===== src/rtl/vsu_pkg.sv =====
// vsu_pkg: shared types, vector-length codes and helpers for the vector store unit
package vsu_pkg;
  typedef enum logic [1:0] {S_IDLE, S_READ, S_SEND, S_DONE} state_t;
  localparam logic [1:0] VL_1   = 2'b00;
  localparam logic [1:0] VL_4   = 2'b01;
  localparam logic [1:0] VL_16  = 2'b10;
  localparam logic [1:0] VL_ILL = 2'b11;
  function automatic logic [4:0] vl_to_count(input logic [1:0] vl);
    return vl == VL_1 ? 5'd1 : vl == VL_4 ? 5'd4 : vl == VL_16 ? 5'd16 : 5'd0;
  endfunction
endpackage


===== src/rtl/vsu_addr_gen.sv =====
// vsu_addr_gen: holds base (and stride when VSU_STRIDE_EN is defined) and forms mem_addr from the word index
module vsu_addr_gen
  import vsu_pkg::*;
#(
  parameter int ADDR_W = 32
) (
  input  logic              clk,
  input  logic              rst,
  input  logic              load,
  input  logic [ADDR_W-1:0] base_in,
`ifdef VSU_STRIDE_EN
  input  logic [ADDR_W-1:0] stride_in,
`endif
  input  logic [3:0]        idx,
  output logic [ADDR_W-1:0] addr
);
  logic [ADDR_W-1:0] base_q, base_d, step;
`ifdef VSU_STRIDE_EN
  logic [ADDR_W-1:0] stride_q, stride_d;
  // capture base and stride together when a command is accepted
  always_comb begin
    base_d   = load ? base_in : base_q;
    stride_d = load ? stride_in : stride_q;
  end
  // base/stride registers
  always_ff @(posedge clk or posedge rst)
    if (rst) begin
      base_q   <= '0;
      stride_q <= '0;
    end else begin
      base_q   <= base_d;
      stride_q <= stride_d;
    end
  assign step = stride_q;
`else
  // capture base when a command is accepted
  always_comb base_d = load ? base_in : base_q;
  // base register
  always_ff @(posedge clk or posedge rst)
    if (rst) base_q <= '0;
    else base_q <= base_d;
  assign step = ADDR_W'(4);
`endif
  assign addr = base_q + step * ADDR_W'(idx);
endmodule


===== src/rtl/vec_store_unit.sv =====
// vec_store_unit: snapshot a 1/4/16-word vector from the register file and stream it to memory (VSU_STRIDE_EN adds a stride port)
module vec_store_unit
  import vsu_pkg::*;
#(
  parameter int ADDR_W = 32,
  parameter int WORD_W = 32
) (
  input  logic                 clk,
  input  logic                 rst,
  input  logic                 start,
  input  logic [1:0]           vl,
  input  logic [4:0]           vs,
  input  logic [ADDR_W-1:0]    base_addr,
  output logic                 busy,
  output logic                 done,
  output logic                 err,
  output logic [4:0]           rf_ra,
  input  logic [16*WORD_W-1:0] rf_rd,
  output logic                 mem_valid,
  input  logic                 mem_ready,
  output logic [ADDR_W-1:0]    mem_addr,
  output logic [WORD_W-1:0]    mem_wdata
`ifdef VSU_STRIDE_EN
  ,
  input  logic [ADDR_W-1:0]    stride
`endif
);
  state_t              state_q, state_d;
  logic [4:0]          vs_q, vs_d, cnt_q, cnt_d;
  logic [3:0]          idx_q, idx_d;
  logic                err_q, err_d, load;
  logic [16*WORD_W-1:0] snap_q, snap_d;
  logic [ADDR_W-1:0]   gen_addr;
  // command sequencing: accept, snapshot, stream until last handshake, pulse done
  always_comb begin
    state_d = state_q;
    vs_d    = vs_q;
    cnt_d   = cnt_q;
    idx_d   = idx_q;
    err_d   = err_q;
    snap_d  = snap_q;
    load    = 1'b0;
    unique case (state_q)
      S_IDLE: if (start) begin
        load    = 1'b1;
        vs_d    = vs;
        cnt_d   = vl_to_count(vl);
        err_d   = vl == VL_ILL;
        state_d = vl == VL_ILL ? S_DONE : S_READ;
      end
      S_READ: begin
        snap_d  = rf_rd;
        idx_d   = '0;
        state_d = S_SEND;
      end
      S_SEND: if (mem_ready) begin
        state_d = {1'b0, idx_q} == cnt_q - 5'd1 ? S_DONE : S_SEND;
        idx_d   = {1'b0, idx_q} == cnt_q - 5'd1 ? idx_q : idx_q + 4'd1;
      end
      S_DONE: state_d = S_IDLE;
    endcase
  end
  // state and datapath registers
  always_ff @(posedge clk or posedge rst)
    if (rst) begin
      state_q <= S_IDLE;
      vs_q    <= '0;
      cnt_q   <= '0;
      idx_q   <= '0;
      err_q   <= 1'b0;
      snap_q  <= '0;
    end else begin
      state_q <= state_d;
      vs_q    <= vs_d;
      cnt_q   <= cnt_d;
      idx_q   <= idx_d;
      err_q   <= err_d;
      snap_q  <= snap_d;
    end
  vsu_addr_gen #(.ADDR_W(ADDR_W)) u_addr_gen (
    .clk      (clk),
    .rst      (rst),
    .load     (load),
    .base_in  (base_addr),
`ifdef VSU_STRIDE_EN
    .stride_in(stride),
`endif
    .idx      (idx_q),
    .addr     (gen_addr)
  );
  assign busy      = state_q != S_IDLE;
  assign done      = state_q == S_DONE;
  assign err       = done & err_q;
  assign rf_ra     = vs_q;
  assign mem_valid = state_q == S_SEND;
  assign mem_addr  = mem_valid ? gen_addr : '0;
  assign mem_wdata = mem_valid ? snap_q[idx_q*WORD_W +: WORD_W] : '0;
endmodule


===== config.mk =====
export PLATFORM = sky130hd
export DESIGN_NAME = vec_store_unit
export DESIGN_NICKNAME = d
export VERILOG_FILES = /design/src/rtl/vsu_pkg.sv /design/src/rtl/vsu_addr_gen.sv /design/src/rtl/vec_store_unit.sv
export SDC_FILE = /design/constraint.sdc
export NUM_CORES = 2
export LEC_CHECK = 0
export ABC_AREA = 1
export CAP_MARGIN = 20
export CORE_ASPECT_RATIO = 0.75
export CORE_MARGIN = 2
export CORE_UTILIZATION = 45
export DETAILED_ROUTE_END_ITERATION = 8
export PLACE_DENSITY = 0.86
export SYNTH_ARGS = -nofsm -noshare
export SYNTH_HDL_FRONTEND = slang
export SYNTH_SLANG_ARGS = --single-unit

===== constraint.sdc =====
create_clock -name clk -period 20.4 [get_ports clk]
set_input_delay 6.12 -clock clk [delete_from_list [all_inputs] [get_ports clk]]
set_output_delay 6.12 -clock clk [all_outputs]
set_load 0.1 [all_outputs]

==> key figures <==
Pwr
  – Pwr per Cell Area: 163 mW/mm^2
  – VDD IR-drop max: 0.000132 V
  – Int Pwr: 0.00312 W
  – Logic pwr share: 48.6%
  – Sw Share: 46.4%
  – Sequential share of power: 33.0%
  – Final Power: 0.00582 W
  – Clock power frac: 18.4%
  – Switching Power: 0.00270 W
  – Pleak: 15.9 nW

Global routing
  – Met1 GRT Util: 41.6%
  – Most crowded layer after global routing: met2
  – All-layer global routing usage: 31.7%
  – Vias in the first global route: 24500
  – First-pass GRT wire length: 151000 um
  – Met3 Usage GRT: 8.55%
  – Congestion Overflow GR: 0
  – Initial antenna violation count: 28
  – GR Util met2: 49.2%
  – Largest net degree at the start of global routing: 266

Critical path
  – Crit path capture type: output port
  – Crit path kind: reg -> out
  – Critical path startpoint category: register
  – Top cell by count, worst path: nand3_1
  – Required @ worst endpoint: 14280 ps
  – R2R setup slack: 15900 ps
  – Critical path fanouts, max: 186
  – Worst flop-to-flop path startpoint: state_q[1]$_DFFE_PP0P_
  – CP peak stage delay: 1230 ps
  – Worst-path cell chain: buf_12 > buf_4 > o211ai_1 > nand3_1 > nand3_1 > a21oi_1 > clkdlybuf4s50_1
  – Reg-to-Reg End: snap_q[453]$_DFFE_PP0N_
  – Buf/Inv on CP: 3
  – R2r worst-path depth: 6
  – Critical-path top delay cell: clkdlybuf4s50_1
  – Top cell family by delay on the critical path: buffers and inverters
  – CP arrival: 5100 ps

Clock network
  – Worst skew pair latency: 610 ps
  – Hold_buf cts: 0
  – # Post-CTS Setup Buffers: 0
  – CTS max path bufs: 3
  – Num CTS Buffers: 55
  – CTS sink count: 559
  – Clock root cell: clkbuf_16
  – H-tree levels: 2
  – Clk pin slew, worst setup/hold paths: 60 ps
  – CTS tree: built
  – Post_cts resized: 0

Worst hold path
  – Hold Crit Start: u_addr_gen.base_q[0]$_DFFE_PP0P_
  – Class of the tightest hold or removal check: reg -> reg
  – Hold depth: 2
  – WHS Endpoint: u_addr_gen.base_q[0]$_DFFE_PP0P_

Layout
  – Fill cells: 5110
  – Final nets: 4404
  – Commonest non-fill, non-tap cell in the layout: nand2_1
  – Area delta synth->final: 29.7%
  – Layout cell share with drive strength beyond 1: 6.85%
  – Final Util: 59.2%
  – Commonest non-fill, non-tap cells in the layout: 931 x nand2_1, 625 x clkdlybuf4s50_1, 555 x dfrtp_1

Timing
  – TNS Setup: 0 ps
  – Final Hold Viols: 0
  – F_max: 0.0891 GHz
  – Worst Tran Pin Value: 1180 ps
  – Final setup fails: 0
  – Slew headroom: 21.3%
  – RSZ-0062 raised after global routing: no
  – Final period utilization: 55.0%
  – Min cycle time layout: 11220 ps
  – Worst hold margin: 479 ps
  – Max Slew Vio Count: 0
  – PnR worst setup slack: 9180 ps
  – Clock skew: 12.9 ps

Placement
  – Placement Setup Slack: 9840 ps
  – Gp weighted congestion: 0.962
  – I/O Buffers: 627
  – Detailed placer's ending HPWL: 74400 um

Detailed routing
  – DRC Markers: 0
  – Post-route ant nets: 0
  – Detailed Routing Iterations Pass 1: 6
  – Via density per instance: 5.46
  – 1st-iter DRT viols: 2715
  – Total Wirelength: 102000 um
  – Via count: 25600
  – Routed len/inst: 21.7 um

Run status
  – Status: completed

Synth
  – Cell count after synthesis: 3350
  – Syn_nets: 3917
  – Number of synthesized flops with an enable pin: 0
  – Top cell type's share of synthesized area: 50.7%
  – Yosys Warn Count: 0
  – Synth Area per Inst: 8.24 sq um
  – Post-synth ARST share: 100%
  – Register bit total from synthesis: 559
  – Seq/Total Area, Yosys: 50.7%
  – Top cells by area, synth: dfrtp_1 51%, nand2_1 13%, o21ai_0 7.9%, nand3_1 6.3%, inv_1 5.9%
  – Synth area leader: dfrtp_1
  – Post-Syn Area: 0.0276 sq mm
  – Synth unique cells: 41
  – Prevailing post-synth register cell: dfrtp_1

Die
  – Chip width: 290 um
  – Top-level port count: 628
  – Initial core utilization: 45.6%
  – Die H: 218 um
  – CORE AREA: 0.0605 sq mm
  – FP Rows: 78
  – Die Area: 0.0633 sq mm

Job
  – Max-Cap Viols: 0
power by group through the flow:
stage	Clock, W	Combinational (W)	Sequential, W
global route	0.00113	0.00308	0.00197
floorplan	0	0.00199	0.00186
CTS	0.00108	0.00281	0.00191
global placement	0	0.00273	0.00191
finish	0.00107	0.00283	0.00192
detailed placement	0	0.00279	0.00193
Yosys cell counts (2+ instances only):
library cell / n
a21oi_1: 64
a21oi_2: 10
buf_1: 13
buf_2: 99
buf_4: 12
buf_6: 34
buf_8: 2
clkbuf_1: 61
dfrtp_1: 559
ha_1: 11
inv_1: 433
inv_2: 2
mux2_1: 11
mux2_2: 117
nand2_1: 931
nand3_1: 347
nand3_2: 2
nand3b_1: 2
nand4_1: 6
nor2_1: 63
nor2_2: 3
nor3_1: 4
o211ai_1: 96
o21ai_0: 437
o21ai_1: 12
o21ai_2: 2
xnor2_1: 2
xor2_1: 2
worst register-to-register path: cells and delay by family, from the launching register on:
family / cells / cell delay (ps)
flip-flops: 1 / 420
buffers and inverters: 4 / 2810
multiplexers: 1 / 490
adder cells (fa/ha/maj): 1 / 670
final cells by class:
| cell class | count | area (sq um) | area share (%) |
|---|---|---|---|
| sequential | 559 | 14000 | 39.1 |
| multi-input combinational | 2134 | 10700 | 29.9 |
| clock buffer | 78 | 1590 | 4.45 |
| clock inverter | 24 | 285 | 0.797 |
| inverter | 435 | 1640 | 4.59 |
| timing repair buffer | 652 | 6530 | 18.3 |
| antenna | 15 | 37.5 | 0.105 |
| tap | 800 | 1000 | 2.80 |
how the worst max path moves through the flow:
stage	from	endpoint	slack, ps	cells after the start
3_3_place_gp	idx_q[0]$_DFFE_PP0P_	mem_wdata[9]	9860	7
4_1_cts	idx_q[0]$_DFFE_PP0P_	mem_wdata[9]	9180	7
5_1_grt	idx_q[0]$_DFFE_PP0P_	mem_wdata[9]	8880	7
6_report	idx_q[0]$_DFFE_PP0P_	mem_wdata[9]	9180	7
2_1_floorplan	rst	cnt_q[0]$_DFFE_PP0P_	6670	1
3_5_place_dp	idx_q[0]$_DFFE_PP0P_	mem_wdata[9]	9840	7
flip-flops by register name, summed over array words and instances (netlist names):
| signal | count |
|---|---|
| rf_ra | 5 |
| snap_q | 512 |
| state_q | 2 |
| u_addr_gen.base_q | 32 |
| err_q | 1 |
| idx_q | 4 |
| cnt_q | 3 |
routing by layer:
metal  routed length [um]  share of wire (%)  up-vias
met5                  112               0.11        -
met4                 4940                4.8       16
met3                10400                 10      270
met2                46100                 45     1339
met1                40400                 40    12300
li1                     -                  -    11700
metrics by stage:
stage / cell area, sq um / cells
detailed placement: 33900 / 4579
finish: 35800 / 4697
CTS: 35700 / 4681
global placement: 33900 / 4579
global route: 35800 / 4696
floorplan: 27600 / 3350
cell families after synthesis:
group           Yosys count  synth area share [%]
compound gates          627                  12.5
xor+xnor                  4                 0.127
fa+ha+maj                12                 0.571
buf+inv                 657                  10.6
flops                   559                  50.7
mux                     128                  5.22
simple gates           1363                  20.4
Note: power is estimated with default switching activity, not from simulation.
